==> config.mk <==
export PLATFORM = sky130hd
export DESIGN_NAME = mpsoc_wb2ahb3_bridge
export DESIGN_NICKNAME = d
export VERILOG_FILES = /design/src/rtl/mpsoc_wb2ahb3_bridge.sv
export SDC_FILE = /design/constraint.sdc
export NUM_CORES = 1
export LEC_CHECK = 0
export CAP_MARGIN = 20
export CORE_MARGIN = 3
export CORE_UTILIZATION = 28
export CTS_BUF_LIST = sky130_fd_sc_hd__clkbuf_8
export DETAILED_ROUTE_END_ITERATION = 8
export PLACE_DENSITY_LB_ADDON = 0.25
export SYNTH_ARGS = -nofsm -noshare
export SYNTH_HDL_FRONTEND = slang
export SYNTH_SLANG_ARGS = --single-unit
==> constraint.sdc <==
create_clock -name HCLK -period 6.4 [get_ports HCLK]
set_clock_uncertainty 0.2 [all_clocks]
set_input_delay 0.64 -clock HCLK [delete_from_list [all_inputs] [get_ports HCLK]]
set_output_delay 0.64 -clock HCLK [all_outputs]
set_load 0.05 [all_outputs]
==> src/rtl/mpsoc_wb2ahb3_bridge.sv <==
// Wishbone classic slave to AHB3-Lite master bridge.
// Each WB cycle becomes one AHB3 SINGLE transfer. Byte enables select HSIZE
// and the low address bits. At most one AHB transfer is outstanding.
module mpsoc_wb2ahb3_bridge #(
  parameter int          PLEN      = 64,
  parameter int          XLEN      = 64,
  parameter logic [3:0]  HPROT_VAL = 4'b0011
) (
  input  logic              HRESETn,
  input  logic              HCLK,
  // Wishbone slave
  input  logic [PLEN-1:0]   wb_adr_i,
  input  logic [XLEN-1:0]   wb_dat_i,
  input  logic [XLEN/8-1:0] wb_sel_i,
  input  logic              wb_we_i,
  input  logic [2:0]        wb_cti_i,
  input  logic [1:0]        wb_bte_i,
  input  logic              wb_cyc_i,
  input  logic              wb_stb_i,
  output logic              wb_ack_o,
  output logic              wb_err_o,
  output logic [XLEN-1:0]   wb_dat_o,
  // AHB3-Lite master
  output logic              HSEL,
  output logic [PLEN-1:0]   HADDR,
  output logic [XLEN-1:0]   HWDATA,
  input  logic [XLEN-1:0]   HRDATA,
  output logic              HWRITE,
  output logic [2:0]        HSIZE,
  output logic [2:0]        HBURST,
  output logic [3:0]        HPROT,
  output logic [1:0]        HTRANS,
  output logic              HMASTLOCK,
  input  logic              HREADY,
  input  logic              HRESP
);

  localparam int SW  = XLEN / 8;
  localparam int LSB = $clog2(SW);

  localparam logic [1:0] TR_IDLE   = 2'b00;
  localparam logic [1:0] TR_NONSEQ = 2'b10;

  typedef enum logic [1:0] {S_IDLE, S_ADDR, S_DATA, S_RESP} state_t;

  state_t         state_q;
  logic           abort_q;
  logic           legal_d;
  logic [2:0]     size_d;
  logic [LSB-1:0] off_d;
  logic           req;

  // cti/bte are irrelevant: every access is issued as a SINGLE
  logic unused_ok;
  assign unused_ok = ^{wb_cti_i, wb_bte_i};

  assign HBURST    = 3'b000;
  assign HPROT     = HPROT_VAL;
  assign HMASTLOCK = 1'b0;
  assign req       = wb_cyc_i & wb_stb_i;

  // Byte-enable decode: offset of lowest set bit, then match an aligned run
  always_comb begin
    legal_d = 1'b0;
    size_d  = 3'd0;
    off_d   = '0;
    for (int i = SW - 1; i >= 0; i--)
      if (wb_sel_i[i]) off_d = LSB'(i);
    if (wb_sel_i == (SW'(1) << off_d)) begin
      legal_d = 1'b1;
      size_d  = 3'd0;
    end else if (!off_d[0] && wb_sel_i == (SW'(3) << off_d)) begin
      legal_d = 1'b1;
      size_d  = 3'd1;
    end else if (off_d[1:0] == 2'b00 && wb_sel_i == (SW'(15) << off_d)) begin
      legal_d = 1'b1;
      size_d  = 3'd2;
    end else if (SW == 8 && &wb_sel_i) begin
      legal_d = 1'b1;
      size_d  = 3'd3;
    end
  end

  // Bridge FSM; all bus-facing outputs are registered here
  always_ff @(posedge HCLK or negedge HRESETn) begin
    if (!HRESETn) begin
      state_q  <= S_IDLE;
      abort_q  <= 1'b0;
      HTRANS   <= TR_IDLE;
      HSEL     <= 1'b0;
      HADDR    <= '0;
      HWDATA   <= '0;
      HWRITE   <= 1'b0;
      HSIZE    <= 3'd0;
      wb_ack_o <= 1'b0;
      wb_err_o <= 1'b0;
      wb_dat_o <= '0;
    end else begin
      wb_ack_o <= 1'b0;
      wb_err_o <= 1'b0;
      case (state_q)
        S_IDLE: begin
          if (req) begin
            if (legal_d) begin
              state_q <= S_ADDR;
              abort_q <= 1'b0;
              HTRANS  <= TR_NONSEQ;
              HSEL    <= 1'b1;
              HADDR   <= {wb_adr_i[PLEN-1:LSB], off_d};
              HSIZE   <= size_d;
              HWRITE  <= wb_we_i;
              HWDATA  <= wb_dat_i;
            end else begin
              // illegal byte enables never reach the AHB side
              state_q  <= S_RESP;
              wb_err_o <= 1'b1;
            end
          end
        end
        S_ADDR: begin
          if (!req) abort_q <= 1'b1;
          if (HREADY) begin
            state_q <= S_DATA;
            HTRANS  <= TR_IDLE;
            HSEL    <= 1'b0;
          end
        end
        S_DATA: begin
          if (!req) abort_q <= 1'b1;
          if (HREADY) begin
            state_q <= S_RESP;
            if (!HWRITE) wb_dat_o <= HRDATA;
            // an abandoned WB cycle still completes on AHB but is not terminated
            if (!abort_q && req) begin
              wb_ack_o <= ~HRESP;
              wb_err_o <= HRESP;
            end
          end
        end
        default: state_q <= S_IDLE;
      endcase
    end
  end

endmodule

# Word-level counts from Yosys, hierarchy flattened
# Index checks and enable logic that the tools add are counted.
[word_totals]
reg_bits = 204
input_bits = 212
out_inout_bits = 209
elab_cells = 84
[classes]
n_eq_ne = 10
n_shift = 3
muxes = 41
bitwise = 3
n_reduce_logical = 16
[ops]
columns = ["cell", "n"]
rows = [
  ["$eq A8 B8 Y1", 3],
  ["$mux W3", 8],
  ["$mux W2", 11],
  ["$mux W1", 17],
  ["$ne A2 B2 Y1 const B", 5],
  ["$reduce_and A3 Y1", 3],
  ["$reduce_and A4 Y1", 2],
  ["$reduce_and A8 Y1", 1],
  ["$shl A1 B3 Y8 const A", 1],
  ["$shl A2 B3 Y8 const A", 1],
  ["$shl A4 B3 Y8 const A", 1],
  ["$pmux W1 S2", 3],
  ["$pmux W2 S3", 1],
  ["$logic_not A2 Y1", 2],
  ["$pmux W2 S2", 1],
  ["$reduce_bool A2 Y1", 2],
  ["$logic_and A1 B1 Y1", 3],
  ["$eq A2 B1 Y1 const B", 1],
  ["$eq A2 B2 Y1 const B", 1],
  ["$logic_not A1 Y1", 2],
  ["$not A1 Y1", 2],
  ["$reduce_or A2 Y1", 1],
  ["$and A1 B1 Y1", 1],
]

# Longest topological paths before layout
[logic_depth]
ltp_word = 17
ltp_mapped = 15
mapped_depth_nobuf = 12

# Worst setup path before layout
# No wires, ideal clock.
[synth_path]
path_type = "in2reg"
start = "input port wb_sel_i[5]"
end = "register HADDR[0]"
setup_ps = 125
arrival_ps = 3688
t_required_ps = 6075
path_slack_ps = 2386
cell_stages = 15
n_path_buf = 3
cell_sequence = "clkbuf_1 -> nor2_1 -> a221oi_1 -> nor2_1 -> nor2_1 -> inv_1 -> ha_1 -> nor2_1 -> a21oi_1 -> o2111a_1 -> o221a_2 -> o31ai_4 -> buf_12 -> buf_12 -> mux2_4"
[synth_between]
elab_chain_len = 13
elab_cells_between_ends = 22
classes_between = "eq/ne: 3; shift: 3; mux: 10; reduce/logical: 6"
[synth_rtl]
columns = ["element", "line_no", "rtl"]
rows = [
  ["start: declaration", "14", "input logic [XLEN/8-1:0] wb_sel_i,"],
  ["$mux W3 * (6 in series)", "68", "if (wb_sel_i[i]) off_d = LSB'(i);"],
  ["named net off_d[0]", "50", "logic [LSB-1:0] off_d;"],
  ["$shl A4 B3 Y8", "75", "end else if (off_d[1:0] == 2'b00 && wb_sel_i == (SW'(15) << off_d)) begin"],
  ["$eq A8 B8 Y1", "75", ""],
  ["$logic_and A1 B1 Y1", "75", ""],
  ["$mux W1", "75", ""],
  ["$mux W1", "72", "end else if (!off_d[0] && wb_sel_i == (SW'(3) << off_d)) begin"],
  ["$mux W1", "69", "if (wb_sel_i == (SW'(1) << off_d)) begin"],
  ["$reduce_and A3 Y1 (no source line)", "n/a", ""],
  ["end signal: assignment", "109", "HADDR <= {wb_adr_i[PLEN-1:LSB], off_d};"],
  ["end: declaration", "25", "output logic [PLEN-1:0] HADDR,"],
]
# The timed path passes the listed nets; every way through them passes the cells marked *.
# A chain may end at the register's enable or synchronous reset.

# Worst setup path in the final report
[layout_path]
start = "input port wb_sel_i[6]"
end = "register HADDR[11]"
[layout_between]
elab_chain_len = 14
elab_cells_between_ends = 23
classes_between = "eq/ne: 3; shift: 3; mux: 11; reduce/logical: 6"
[layout_rtl]
columns = ["element", "line_no"]
rows = [
  ["$mux W3 * (7 in series)", "68"],
  ["named net off_d[0]", "50"],
  ["$shl A4 B3 Y8", "75"],
  ["$eq A8 B8 Y1", "75"],
  ["$logic_and A1 B1 Y1", "75"],
  ["$mux W1", "75"],
  ["$mux W1", "72"],
  ["$mux W1 *", "69"],
  ["$reduce_and A3 Y1 (no source line) *", "n/a"],
]
# Marks and branches as above.

==> flow_metrics.py <==
metrics = {
    "timing": {
        "max_freq_ghz": 0.216,
        "drv_slew": 0,
        "tightest_slew_ns": 0.927,
        "rsz0062_at_grt": "no",
        "fin_crit_sh": 0.723,
        "finalCriticalPeriod_ns": 4.63,
        "fin_tns_setup_ns": 0,
        "setup_viol": 0,
        "slew_headroom": 0.382,
        "hold_viol": 0,
    },
    "clock_tree": {
        "clkTransAtPathRegs_ns": 0.05,
        "insertion_delay_ns": 0.50,
        "cts_made_buffers": 39,
        "post_cts_buffers": 0,
        "cts_resized": 0,
        "postCtsHoldBufs": 1,
        "cts_sinks": 201,
        "htree_levels": 2,
        "cts_buffer_depth": 3,
        "root_buffer": "clkbuf_8",
        "cts_tree": "done",
    },
    "synthesis": {
        "synth-seq-cells": 201,
        "synth_area_leaders": "dfrtp_1 57%, mux2_4 19%, mux2_2 11%",
        "synth-edff-count": 0,
        "syn_inst": 551,
        "netlist.area_leader.share": 0.570,
        "postSynth.asyncResetShare": 1.00,
        "syn_area_mm2": 0.00882,
        "ys_seq_area_frac": 0.570,
        "ys.flop_type": "dfrtp_1",
        "synthTopCellsByCount": "201 x dfrtp_1, 110 x mux2_4, 83 x mux2_2",
        "synth_most_common_cell": "dfrtp_1",
        "synth_warnings": 0,
        "synth_top_cell_by_area": "dfrtp_1",
        "avgSynthCellArea_um2": 16.0,
        "synth_cell_types": 52,
    },
    "critical_path": {
        "start_kind": "input pin",
        "r2r_start": "state_q[0]",
        "critical_path_class": "in2reg",
        "worst_ep_arrival_time_ns": 4.81,
        "rrSetupSlack_ns": 4.03,
        "cp_max_fo": 69,
        "r2r_end": "wb_dat_o[60]",
        "cp.required_ns": 6.58,
        "cp-end-kind": "flip-flop",
        "reg2reg_depth": 6,
    },
    "final_layout": {
        "areaGrowthSynthToFinish_pct": 56.7,
        "fin_util": 0.448,
        "drive_gt1_frac": 0.264,
        "nets": 1189,
        "fill_cells": 2823,
    },
    "hold_path": {
        "hold_depth": 1,
        "holdCritPathClass": "reg2reg",
        "hold_end": "wb_dat_o[20]",
        "min_from": "wb_dat_o[20]",
    },
    "drt": {
        "ant_nets": 0,
        "drt_first_pass_iters": 4,
        "first_iter_violations": 259,
        "wire_per_inst_um": 18.4,
        "drt_wl_total_mm": 25.5,
        "drcViolationCount": 0,
        "vias": 5970,
        "via_per_inst": 4.31,
    },
    "grt": {
        "grt_max_degree": 82,
        "grt_pass1_wl_mm": 37.7,
        "overflow": 0,
        "grt_pass1_vias": 6170,
        "grt_use_total": 0.143,
        "antenna_found_initial": 0,
    },
    "placement": {
        "place_congestion": 0.755,
        "io_buffer_count": 402,
        "dp_hpwl_mm": 18.4,
    },
    "power_and_ir_drop": {
        "p_per_area_mw_per_mm2": 454,
        "power_w": 0.00628,
        "ir_worst_vdd_mv": 0.225,
        "power.leakage_nw": 6.42,
    },
    "flow_run": {
        "maxCapViolations": 0,
    },
    "floorplanning": {
        "initial_utilization": 0.286,
        "fp.dieW_um": 183,
        "die_h_um": 183,
        "placementRows": 64,
        "die_area_mm2": 0.0337,
        "io_pins": 421,
        "coreArea_mm2": 0.0308,
    },
    "run_status": {
        "status": "complete, no violations",
    },
}
-- cell usage in the layout (no fill, tap or decap), types with 2 or more instances in the layout --
cell type and count:
nor4_1 2, nor2_1 16, conb_1 10, xnor2_1 2, buf_4 3, xor2_1 2
clkbuf_8 52, or2_2 3, mux2_2 83, clkdlybuf4s50_1 401, or3_1 4, ha_1 10
buf_12 2, nand4_1 2, a221oi_1 3, dfrtp_1 201, a21oi_1 7, inv_1 18
a21o_1 2, nand2_1 7, o21ai_0 6, mux2_4 110, o21bai_1 2, nand3_1 2
nand2b_1 2, nor3_1 6, nor4b_1 2, o31ai_1 2, nor3b_1 2
-- metal layers --
layer / track usage / up-vias / wire (um)
li1: - / 2767 / -
met1: 0.174 / 2915 / 10100
met2: 0.245 / 239 / 12900
met3: 0.0390 / 49 / 1900
met4: 0.0518 / 0 / 608
met5: 0 / - / 0
-- layout make-up --
class,count,area [um^2],area share
Sequential cell,201,5030,0.364
Timing Repair Buffer,408,4100,0.297
Multi-Input combinational cell,309,3390,0.245
Clock inverter,12,72.6,0.00525
Tap cell,396,495,0.0358
Antenna cell,1,2.50,0.000181
Clock buffer,51,702,0.0508
Inverter,8,30.0,0.00217
-- critical path, stage by stage --
cell and delay [ns]:
clkdlybuf4s50_1 0.60, nand2b_1 0.24, a221oi_1 0.45, nor2_1 0.07, nor2_1 0.33, inv_1 0.12, ha_1 0.24, nor2_1 0.18
a21oi_1 0.10, o2111a_1 0.28, o221a_2 0.32, o31ai_4 0.36, buf_12 0.40, mux2_4 0.35
-- how the worst max path moves through the flow --
stage	endpoint	startpoint
2_1_floorplan	HADDR[0]	wb_sel_i[5]
3_3_place_gp	HWDATA[10]	wb_sel_i[6]
3_5_place_dp	HWDATA[10]	wb_sel_i[6]
4_1_cts	HWDATA[10]	wb_sel_i[6]
5_1_grt	HWDATA[7]	wb_sel_i[6]
6_report	HADDR[11]	wb_sel_i[6]
-- cell families (layout without fill, tap and decap cells) --
group,after synthesis,after routing,share of synthesized area
compound gates,39,39,0.0372
simple gates,52,52,0.0304
buf+inv,49,479,0.0487
mux,194,194,0.294
flops,201,201,0.570
xor+xnor,4,4,0.00397
other cells,2,11,0.000852
fa+ha+maj,10,10,0.0142
-- flip-flops by register name (all words and copies together), names as in the netlist --
| signal | count |
|---|---|
| HWRITE | 1 |
| abort_q | 1 |
| HTRANS | 1 |
| state_q | 2 |
| HSIZE | 2 |
| wb_ack_o | 1 |
| HWDATA | 64 |
| wb_dat_o | 64 |
| HADDR | 64 |
| wb_err_o | 1 |
-- stage by stage --
stage / instances / setup WS (ns) / hold WS [ns] / instance area [um^2]
after floorplan: 559 / 2.39 / 0.144 / 8850
after global placement: 1321 / 1.30 / 0.287 / 13000
after detailed placement: 1321 / 1.28 / 0.285 / 13000
after CTS: 1385 / 1.85 / 0.301 / 13800
after global routing: 1385 / 1.53 / 0.310 / 13800
final: 1386 / 1.77 / 0.300 / 13800
-- power by group --
group          switching [W]  internal [W]
clock network       0.000533      0.000743
logic                0.00191       0.00121
registers           0.000206       0.00167
Power figures use the tool's default switching activity.
